==> src/rtl/keypad_emulator.sv <==
// keypad_emulator: injects key presses into a 4x3 keypad matrix; define KEYEMU_BOUNCE_EN for contact bounce at press start
module keypad_emulator #(
  parameter int HOLD_CYCLES   = 1000,
  parameter int GAP_CYCLES    = 1000,
  parameter int BOUNCE_CYCLES = 8
) (
  input  logic       clk,
  input  logic       rst_n,
  input  logic       key_valid,
  input  logic [3:0] key_code,
  output logic       key_ready,
  input  logic       B,
  input  logic       G,
  input  logic       F,
  input  logic       D,
  output logic       C,
  output logic       A,
  output logic       E,
  output logic       busy,
  output logic       err
);
  typedef enum logic [1:0] {IDLE, PRESS, GAP} state_t;
  localparam int MAXC = HOLD_CYCLES > GAP_CYCLES ? HOLD_CYCLES : GAP_CYCLES;
  localparam int CW = MAXC > 1 ? $clog2(MAXC) : 1;
  state_t state_q, state_d;
  logic [CW-1:0] cnt_q, cnt_d;
  logic [3:0] key_q, key_d;
  logic err_q, err_d;
  logic row, act, en;
  always_ff @(posedge clk) begin
    if (!rst_n) begin
      state_q <= IDLE;
      cnt_q   <= '0;
      key_q   <= 4'd13;
      err_q   <= 1'b0;
    end else begin
      state_q <= state_d;
      cnt_q   <= cnt_d;
      key_q   <= key_d;
      err_q   <= err_d;
    end
  end
  always_comb begin
    state_d = state_q;
    cnt_d   = cnt_q;
    key_d   = key_q;
    err_d   = 1'b0;
    case (state_q)
      IDLE: if (key_valid) begin
        key_d   = key_code;
        cnt_d   = CW'(HOLD_CYCLES - 1);
        state_d = key_code < 4'd12 ? PRESS : IDLE;
        err_d   = key_code >= 4'd12;
      end
      PRESS: begin
        cnt_d   = cnt_q == '0 ? CW'(GAP_CYCLES - 1) : cnt_q - 1'b1;
        state_d = cnt_q == '0 ? GAP : PRESS;
      end
      GAP: begin
        cnt_d   = cnt_q == '0 ? cnt_q : cnt_q - 1'b1;
        state_d = cnt_q == '0 ? IDLE : GAP;
      end
      default: state_d = IDLE;
    endcase
  end
`ifdef KEYEMU_BOUNCE_EN
  localparam int BW = BOUNCE_CYCLES > 0 ? $clog2(BOUNCE_CYCLES + 1) : 1;
  logic [BW-1:0] b_q, b_d;
  // b_q counts cycles spent in PRESS, saturating at the end of the bounce window
  always_ff @(posedge clk) begin
    if (!rst_n) b_q <= '0;
    else b_q <= b_d;
  end
  always_comb begin
    b_d = state_q != PRESS ? '0 : (b_q < BW'(BOUNCE_CYCLES) ? b_q + 1'b1 : b_q);
    en  = b_q >= BW'(BOUNCE_CYCLES) ? 1'b1 : ~b_q[0];
  end
`else
  assign en = 1'b1;
`endif
  // row-to-column path stays combinational: the scanner samples in the cycle it drives
  always_comb begin
    row = key_q inside {4'd1, 4'd2, 4'd3} ? B :
          key_q inside {4'd4, 4'd5, 4'd6} ? G :
          key_q inside {4'd7, 4'd8, 4'd9} ? F : D;
    act = state_q == PRESS && row && en;
    C   = act && key_q inside {4'd1, 4'd4, 4'd7, 4'd10};
    A   = act && key_q inside {4'd2, 4'd5, 4'd8, 4'd0};
    E   = act && key_q inside {4'd3, 4'd6, 4'd9, 4'd11};
  end
  assign key_ready = state_q == IDLE;
  assign busy      = state_q != IDLE;
  assign err       = err_q;
endmodule

==> config.mk <==
export PLATFORM = sky130hd
export DESIGN_NAME = keypad_emulator
export DESIGN_NICKNAME = d
export VERILOG_FILES = /design/src/rtl/keypad_emulator.sv
export SDC_FILE = /design/constraint.sdc
export NUM_CORES = 1
export LEC_CHECK = 0
export CAP_MARGIN = 25
export CORE_MARGIN = 1
export CORE_UTILIZATION = 60
export CTS_BUF_LIST = sky130_fd_sc_hd__clkbuf_8
export CTS_CLUSTER_SIZE = 24
export DETAILED_ROUTE_END_ITERATION = 12
export MAX_ROUTING_LAYER = met4
export PLACE_DENSITY = 0.86
export REMOVE_ABC_BUFFERS = 1
export SYNTH_ARGS = -nofsm -noshare
export SYNTH_HDL_FRONTEND = slang
export SYNTH_SLANG_ARGS = --single-unit
==> constraint.sdc <==
create_clock -name clk -period 3.1 [get_ports clk]
set_input_delay 0.62 -clock clk [delete_from_list [all_inputs] [get_ports clk]]
set_output_delay 0.62 -clock clk [all_outputs]
set_load 0.005 [all_outputs]
==> results.cfg <==
[global_routing]
grt_max_degree = 16
grt_pass1_wl_um = 4690
gr-total-overflow = 0
grt_pass1_vias = 1039
grtUsageTotal = 0.316
grt_antenna_before_repair = 0

[route]
vias = 1233
firstDrtPassIters = 4
ant_nets = 0
drc = 0
viasPerCell = 6.59
dr.first_iter.drc_count = 51
wire_per_inst_um = 16.2
drt_wl_total_um = 3030

[worst_setup_path]
crit_type = primary input to primary output
crit_required_ns = 2.48
crit_fanout = 3
critPathLaunchType = primary input
crit_arrival_ns = 2.35
endpoint_kind = primary output

[floorplan]
fp.dieH_um = 47.1
ios = 17
rows = 15
coreArea_sq_um = 1820
start_util = 0.670
die_w_um = 47.1
dieArea_sq_um = 2220

[sta]
fmax_ghz = 0.337
tightest_slew_ns = 0.732
post-route-period-util = 0.958
finClkSkew_ns = 0.00245
period_minus_slack_ns = 2.97
rsz0062_at_grt = no
finalSetupViolations = 0
final-max-slew-violation-count = 0
setup_ws_ns = 0.129
hold_viol = 0
whs_ns = 0.585
maxSlewHeadroom = 0.511

[logic_synthesis]
synth_edf_count = 0
yosysSeqAreaShare = 0.279
yosysTopAreaCell = dfxtp_1
synthCells = 150
synth_ff_type = dfxtp_1
synthArstFlopShare = 0
ys_ff_latch = 17
synthesis.area_sq_um = 1220
yosysTopAreaCellShare = 0.279
synth_area_leaders = dfxtp_1, ha_1, nor2_1, nor3_1, nand3_1
avgSynthCellArea_sq_um = 8.13
yosys_warnings = 0
ys_types = 48

[power]
leakage_nw = 0.575
p_comb_frac = 0.421
seqPwrFrac = 0.380
p_clk_frac = 0.198
intPower_uw = 493
vdd_ir_drop_max_v = 0.000457
p_switching_uw = 323
power_density_nw_per_um2 = 567
netSwitchingFraction = 0.396

[layout]
n_fill_cell = 135
final_common_cell = dfxtp_1
syn2layout_area_growth_pct = 17.9
fin_nets = 180
diodes = 0
drive_above_1_share = 0.0802
final_cell_mix = dfxtp_1, clkdlybuf4s50_1, nor2_1

[clock_network]
clkSlewWorstSetupHoldPaths_ns = 0.06
clk_latency_ns = 0.25
cts_hold_buffers = 0
cts.sink_count = 17
numCtsBuffers = 3
cts_root_buf = clkbuf_8
htree_levels = 1
cts_buffer_depth = 2
tritoncts = yes

[placed_design]
gp_congestion = 0.784
hpwlAfterDp_um = 2120
portBuffers = 16
place_ws_ns = -0.0153

[run]
cap_violations = 0

[worst_hold_path]
hold_path.class = flip-flop to flip-flop

[status]
status = finished, final reports clean
-- Yosys cell counts, drive strengths merged (2+ instances only) --
cell type / instances
dfxtp: 17
inv: 8
o22ai: 2
nand2: 9
a22o: 2
o311ai: 2
a31oi: 4
nand3: 9
nor4bb: 2
a21oi: 5
nor3b: 4
o21a: 6
o32ai: 2
o21ai: 8
or3: 2
nor4: 2
o221a: 3
and3: 2
nor2: 15
nor3: 11
clkbuf: 7
nor2b: 3
ha: 6
-- worst max-delay path, stage by stage --
cell and delay [ns]:
clkdlybuf4s50_1 0.52, a41o_1 0.22, a221oi_2 0.07, nor3_2 0.27, o21a_1 0.17, clkdlybuf4s50_1 0.49
-- sequential cells by signal, summed over array words and instances (netlist names) --
register and flops:
state_q 2, cnt_q 10, err 1, key_q 4
-- through the flow --
stage	utilization	instances	total power [mW]	TNS, ns	cell area [sq um]
6_report	0.790	187	0.816	0	1440
5_1_grt	0.790	187	0.867	0	1440
4_1_cts	0.784	187	0.812	0	1430
3_5_place_dp	0.757	183	0.646	-0.0286	1380
3_3_place_gp	0.757	183	0.623	0	1380
2_1_floorplan	-	142	0.550	0	1190
-- power by group through the flow --
| stage | Clock, mW | Combinational, mW | Sequential [mW] |
|---|---|---|---|
| 2_1_floorplan | 0 | 0.250 | 0.301 |
| 3_3_place_gp | 0 | 0.313 | 0.310 |
| 3_5_place_dp | 0 | 0.333 | 0.313 |
| 4_1_cts | 0.166 | 0.338 | 0.309 |
| 5_1_grt | 0.173 | 0.377 | 0.317 |
| 6_report | 0.162 | 0.344 | 0.310 |
-- repair_timing --
| action | CTS | global route |
|---|---|---|
| cloned | 0 | 0 |
| buffers inserted | 0 | 0 |
| setup endpoints to repair | 3 | 3 |
| pin swaps | 0 | 1 |
| resized for setup | 1 | 3 |
-- routing by layer --
| layer | global-route usage | part of all wire |
|---|---|---|
| met3 | 0.0692 | 0.071 |
| met4 | 0.0857 | 0.018 |
| met2 | 0.533 | 0.48 |
| met5 | - | 0 |
| met1 | 0.378 | 0.43 |
-- area by class of cell --
| type | instances | area (sq um) | area share |
|---|---|---|---|
| Multi-Input combinational cell | 117 | 830 | 0.577 |
| Tap cell | 25 | 31.3 | 0.0217 |
| Inverter | 8 | 30.0 | 0.0209 |
| Sequential cell | 17 | 340 | 0.237 |
| Timing Repair Buffer | 16 | 163 | 0.113 |
| Clock inverter | 1 | 3.75 | 0.00261 |
| Clock buffer | 3 | 41.3 | 0.0287 |
-- kinds of logic after synthesis --
group | count (synthesis) | share of synthesized area
AO/OA/AOI/OAI | 45 | 0.284
XOR/XNOR | 1 | 0.00718
adder cells (fa/ha/maj) | 6 | 0.0615
buffers and inverters | 16 | 0.0523
flip-flops | 17 | 0.279
multiplexers | 1 | 0.00821
AND/OR/NAND/NOR | 64 | 0.308
-- worst paths after layout --
path / startpoint / cells past startpoint / slack [ns] / end
worst max-delay path: F / 6 / 0.13 / A
worst min register to register: state_q[0]$_SDFFE_PN0P_ / 2 / 0.59 / state_q[0]$_SDFFE_PN0P_
worst min-delay path: state_q[0]$_SDFFE_PN0P_ / 2 / 0.59 / state_q[0]$_SDFFE_PN0P_
worst max register to register: state_q[1]$_SDFFE_PN0P_ / 7 / 0.92 / cnt_q[4]$_SDFFE_PN0P_
No activity file was read; power rests on OpenSTA's default activity.
